`src/rtl/instruction_fetch_unit_pkg.sv`:
```
// Shared processor types for the fetch path: FSM state encoding, queue entry
// layout and the NOP word driven when no instruction is available.
package ProcessorStructs;

  localparam int unsigned PKG_IBUS = 32;
  localparam int unsigned PKG_ABUS = 32;

  typedef enum logic [1:0] {
    FETCH      = 2'd0,
    WAIT_SPACE = 2'd1,
    DRAIN      = 2'd2
  } fetch_state_t;

  typedef struct packed {
    logic [PKG_ABUS-1:0] pc;
    logic [PKG_IBUS-1:0] instr;
  } fetch_entry_t;

  localparam logic [PKG_IBUS-1:0] NOP = '0;

endpackage

```
`src/rtl/instruction_fetch_unit_queue.sv`:
```
// Power-of-two FIFO holding fetched {pc, instr} entries; flush empties it in
// one cycle and wins over push/pop.
module fetch_queue #(
  parameter int unsigned DEPTH = 2,
  parameter int unsigned WIDTH = 64
) (
  input  logic                     clk,
  input  logic                     rst,
  input  logic                     push,
  input  logic                     pop,
  input  logic                     flush,
  input  logic [WIDTH-1:0]         din,
  output logic [WIDTH-1:0]         dout,
  output logic                     full,
  output logic                     empty,
  output logic [$clog2(DEPTH):0]   count
);

  localparam int unsigned PW = $clog2(DEPTH);
  localparam int unsigned CW = PW + 1;

  logic [WIDTH-1:0] mem [DEPTH];
  logic [PW-1:0]    wptr;
  logic [PW-1:0]    rptr;
  logic             do_push;
  logic             do_pop;

  assign full    = (count == CW'(DEPTH));
  assign empty   = (count == '0);
  assign do_pop  = pop & ~empty;
  // A push into a full queue is legal only when the head leaves in the same cycle.
  assign do_push = push & (~full | do_pop);
  assign dout    = mem[rptr];

  always_ff @(posedge clk or negedge rst) begin
    if (!rst) begin
      wptr  <= '0;
      rptr  <= '0;
      count <= '0;
    end else if (flush) begin
      wptr  <= '0;
      rptr  <= '0;
      count <= '0;
    end else begin
      if (do_push) wptr <= wptr + 1'b1;
      if (do_pop)  rptr <= rptr + 1'b1;
      unique case ({do_push, do_pop})
        2'b10:   count <= count + 1'b1;
        2'b01:   count <= count - 1'b1;
        default: count <= count;
      endcase
    end
  end

  always_ff @(posedge clk) begin
    if (do_push && !flush) mem[wptr] <= din;
  end

endmodule

```
`src/rtl/instruction_fetch_unit.sv`:
```
// Instruction fetch unit: issues sequential fetches, buffers returned words in
// a small queue and handles branch redirects including a stale in-flight ack.
import ProcessorStructs::*;

module instruction_fetch_unit #(
  parameter int unsigned     IBUS     = PKG_IBUS,
  parameter int unsigned     ABUS     = PKG_ABUS,
  parameter logic [ABUS-1:0] RESET_PC = '0,
  parameter int unsigned     DEPTH    = 2
) (
  input  logic            clk,
  input  logic            rst,
  output logic            imem_req,
  output logic [ABUS-1:0] imem_addr,
  input  logic            imem_ack,
  input  logic [IBUS-1:0] imem_rdata,
  input  logic            branch_taken,
  input  logic [ABUS-1:0] branch_target,
  input  logic            stall,
  output logic [IBUS-1:0] instruction,
  output logic [ABUS-1:0] pc_dir,
  output logic            valid
);

  localparam int unsigned CW = $clog2(DEPTH) + 1;

  fetch_state_t           state, next_state;
  logic [ABUS-1:0]        pc, pc_next;
  logic                   push, pop, fills;
  logic [ABUS+IBUS-1:0]   q_din, q_dout;
  logic                   q_full, q_empty;
  logic [CW-1:0]          q_count;

  fetch_queue #(
    .DEPTH (DEPTH),
    .WIDTH (ABUS + IBUS)
  ) u_queue (
    .clk   (clk),
    .rst   (rst),
    .push  (push),
    .pop   (pop),
    .flush (branch_taken),
    .din   (q_din),
    .dout  (q_dout),
    .full  (q_full),
    .empty (q_empty),
    .count (q_count)
  );

  assign valid       = ~q_empty;
  assign pop         = valid & ~stall & ~branch_taken;
  assign q_din       = {pc, imem_rdata};
  assign imem_req    = rst & (state == FETCH) & ~q_full;
  assign imem_addr   = pc;
  assign instruction = q_empty ? IBUS'(NOP) : q_dout[IBUS-1:0];
  assign pc_dir      = q_empty ? pc : q_dout[ABUS+IBUS-1:IBUS];
  assign fills       = (q_count == CW'(DEPTH - 1)) & ~pop;

  always_comb begin
    next_state = state;
    pc_next    = pc;
    push       = 1'b0;
    unique case (state)
      FETCH: begin
        if (branch_taken) begin
          next_state = (imem_req && imem_ack) ? FETCH : DRAIN;
        end else if (imem_req && imem_ack) begin
          push    = 1'b1;
          pc_next = pc + ABUS'(4);
          if (fills) next_state = WAIT_SPACE;
        end
      end
      WAIT_SPACE: begin
        if (branch_taken || pop) next_state = FETCH;
      end
      DRAIN: begin
        // An ack coinciding with a second redirect still retires the stale request.
        if (imem_ack) next_state = FETCH;
      end
      default: next_state = FETCH;
    endcase
    if (branch_taken) pc_next = branch_target;
  end

  always_ff @(posedge clk or negedge rst) begin
    if (!rst) begin
      state <= FETCH;
      pc    <= RESET_PC;
    end else begin
      state <= next_state;
      pc    <= pc_next;
    end
  end

endmodule

```
`config.mk`:
```
export PLATFORM = sky130hd
export DESIGN_NAME = instruction_fetch_unit
export DESIGN_NICKNAME = d
export VERILOG_FILES = /design/src/rtl/instruction_fetch_unit_pkg.sv /design/src/rtl/instruction_fetch_unit_queue.sv /design/src/rtl/instruction_fetch_unit.sv
export SDC_FILE = /design/constraint.sdc
export NUM_CORES = 1
export LEC_CHECK = 0
export CAP_MARGIN = 10
export CORE_MARGIN = 1
export CORE_UTILIZATION = 40
export CTS_CLUSTER_DIAMETER = 100
export DETAILED_ROUTE_END_ITERATION = 8
export PLACE_DENSITY = 0.66
export SETUP_SLACK_MARGIN = 0.1
export SYNTH_ARGS = -nofsm -noshare
export SYNTH_HDL_FRONTEND = slang
export SYNTH_SLANG_ARGS = --single-unit
```
`constraint.sdc`:
```
create_clock -name clk -period 7.51 [get_ports clk]
set_input_delay 2.253 -clock clk [delete_from_list [all_inputs] [get_ports clk]]
set_output_delay 2.253 -clock clk [all_outputs]
set_load 0.02 [all_outputs]
```
==> metrics.csv <==
metric;value;unit
yosys.area_share.xor_xnor;3.28;%
slowest_delay;0.66;ns
crit_fanout;2;
path_class;input port to primary output;
regArea;4800;sq um
timing.hold.ws;0.509;ns
powerDensity;308;nW/um^2
grt.total_usage;18.3;%
wl_per_cell;17.1;um
synthTopCellsByArea;edfxtp_1 (53%), dfrtp_1 (13%), mux2i_1 (9.2%);
antennaDiodeCount;0;
critical_path.top_delay_family;buffers and inverters;
die_h;136;um
yosysTopAreaCell;edfxtp_1;
area_growth_syn_to_layout;32.8;%
peakVddDrop;0.205;mV
whs_path_depth;1;
io_pins;167;
routed_wirelength;16.3;mm
busiest_layer;met2;
portBuffers;166;
synth-seq-area-share;66.6;%
grt_use_met3;3.84;%
antenna_found_initial;0;
fin_nets;787;
syn_nets;629;
slew-limit-headroom;21.3;%
cts_setup_buffers;0;
placed_cells;920;
synthFlopType;edfxtp_1;
hold_path_end;state[1];
ys_async_sr_fraction;22.9;%
root_buffer;clkbuf_16;
globalplace.congestion;0.747;
remaining_drc_errors;0;
use_met2;28.4;%
synth-compound-area-share;5.73;%
status;complete, no violations;
synth_commonest_cells;edfxtp_1 (128), nand2_1 (73), mux2i_1 (66);
tns;0;ns
clockBufferDepth;2;
min_from;state[0];
coreArea;17400;sq um
dp_slack;1.82;ns
skew;0.00759;ns
cp.arrival;3.43;ns
ys_types;43;
multiInputGateArea;2280;sq um
hold_buffers;0;
avgViaCountPerCell;5.05;
worst_pin_slew;1.18;ns
start_util;41.4;%
worst_setup_path_start_kind;input port;
drive_above_1_share;6.05;%
path_depth;4;
cts.sinks;166;
end_kind;primary output;
r2r-start;u_queue.count[0];
synth-edff-count;128;
cts_tree;built;
drt_iter0_drc;239;
grt_pass1_wl;25.1;mm
max-cap-violations;0;
stdcell_count;952;
setup_viol;0;
finalHoldViolCount;0;
clk_latency;0.42;ns
synth_mux_area_share;9.48;%
crit_slowest_cell;clkdlybuf4s50_1;
cts_buffers;17;
grt_pass1_vias;4624;
die_area;18500;sq um
path_cells;buf_2 -> nor2b_1 -> nor3b_1 -> clkdlybuf4s50_1;
finalMaxSlewViolations;0;
path_buf_inv;2;
htree_levels;4;
cellLeakagePower;3.25;nW
vias;4803;
grt_max_degree;99;
reg2reg_to;u_queue.mem[1][13];
overflow;0;
final.period_utilization;75.6;%
final_cell_area;9570;sq um
synth-simple-area-share;12.0;%
worstPathRequired;5.26;ns
post_dp_cell_area;9070;sq um
placementRows;48;
ys_warn_count;0;
cts.repair.resized;0;
synth_top_area_share;53.4;%
layout_min_cycle_time;5.68;ns
synth_cells;556;
rsz0062_at_grt;no;
fillers;1461;
synth_top_family_by_area;simple AND/OR/NAND/NOR gates;
post-route-util;54.9;%
clk_pin_slew_worst_paths;0.06;ns
timing.fmax;176;MHz
synth_seq_cells;166;
fin_ws;1.83;ns
total_power;2.95;mW
syn-cell-area;7200;sq um
syn_area_per_cell;13.0;sq um
min_path_type;flip-flop to flip-flop;
dpl.hpwl;10.8;mm
synthAdderAreaFrac;0.695;%
reg2reg_slack;4.31;ns
reg2reg_depth;6;
yosysMostFrequentCell;edfxtp_1;
chipWidth;136;um
use_met1;25.0;%
ant_nets;0;
first_pass_iters;5;
==> power by group <==
| part | switching, mW | internal [mW] |
|---|---|---|
| combinational | 0.531 | 0.498 |
| sequential | 0.130 | 1.05 |
| clock | 0.324 | 0.415 |
| total | 0.986 | 1.96 |
==> placed cells by master, fill, tap and decap left out, types with 2 or more instances in the layout <==
| master | count |
|---|---|
| a211oi_1 | 3 |
| nand2_1 | 73 |
| edfxtp_1 | 128 |
| nor2_1 | 47 |
| ha_1 | 3 |
| a31oi_1 | 2 |
| mux2_2 | 2 |
| o21ai_0 | 54 |
| clkinv_1 | 4 |
| xnor2_1 | 12 |
| clkinvlp_4 | 3 |
| nor3b_1 | 2 |
| dfrtp_1 | 37 |
| nand3_1 | 13 |
| a21oi_1 | 7 |
| nor4_4 | 2 |
| nor3_1 | 5 |
| clkinv_2 | 3 |
| buf_2 | 2 |
| nand4_1 | 9 |
| buf_4 | 4 |
| clkbuf_16 | 17 |
| nor2_4 | 2 |
| mux2i_1 | 66 |
| nor2b_1 | 3 |
| clkbuf_1 | 4 |
| clkdlybuf4s50_1 | 164 |
| and3_1 | 2 |
| and2_1 | 3 |
| o311ai_0 | 2 |
| inv_1 | 8 |
| nor4_1 | 5 |
| o21ai_1 | 3 |
| xor2_1 | 15 |
==> worst max-delay path by stage <==
stage / slack (ns) / startpoint / endpoint
3_5_place_dp: 1.82 / rst / imem_req
2_1_floorplan: 1.55 / rst / u_queue.mem[0][0]
4_1_cts: 1.80 / rst / imem_req
6_report: 1.83 / rst / imem_req
3_3_place_gp: 1.82 / rst / imem_req
5_1_grt: 1.73 / rst / imem_req
==> sequential cells by signal (all words and copies together), names as in the netlist <==
name,flops
imem_addr,32
state,2
u_queue.count,2
u_queue.wptr,1
u_queue.rptr,1
u_queue.mem,128
==> kinds of logic (layout without fill, tap and decap cells) <==
kind of cell               Yosys count  count (layout)
buffers and inverters               39             210
xor gates and xnor gates            27              27
adders and majority gates            4               4
muxes                               68              68
AOI/OAI and AO/OA                   76              76
DFF                                166             166
and+or+nand+nor                    176             176
==> area by class of cell <==
type                    instances  area share, %
inverters                       8          0.314
repair buffers                170           17.6
clock inverters                11          0.641
well taps                     225           2.94
flip-flops and latches        166           50.1
multi-input cells             351           23.8
clock buffers                  21           4.60
==> worst reg2reg max path, cell delays in order, from the launching register on <==
cell and delay (ns):
dfrtp_1 0.37, inv_1 0.11, ha_1 0.25, nand4bb_4 0.29, nand2b_1 0.45, nor2_4 0.72
buf_4 0.61
==> metal layers <==
metal	wire length, um	vias up
met5	0	-
met1	7400	2314
met3	817	8
met4	133	0
met2	7900	144
li1	-	2337
Power figures use the tool's default switching activity.
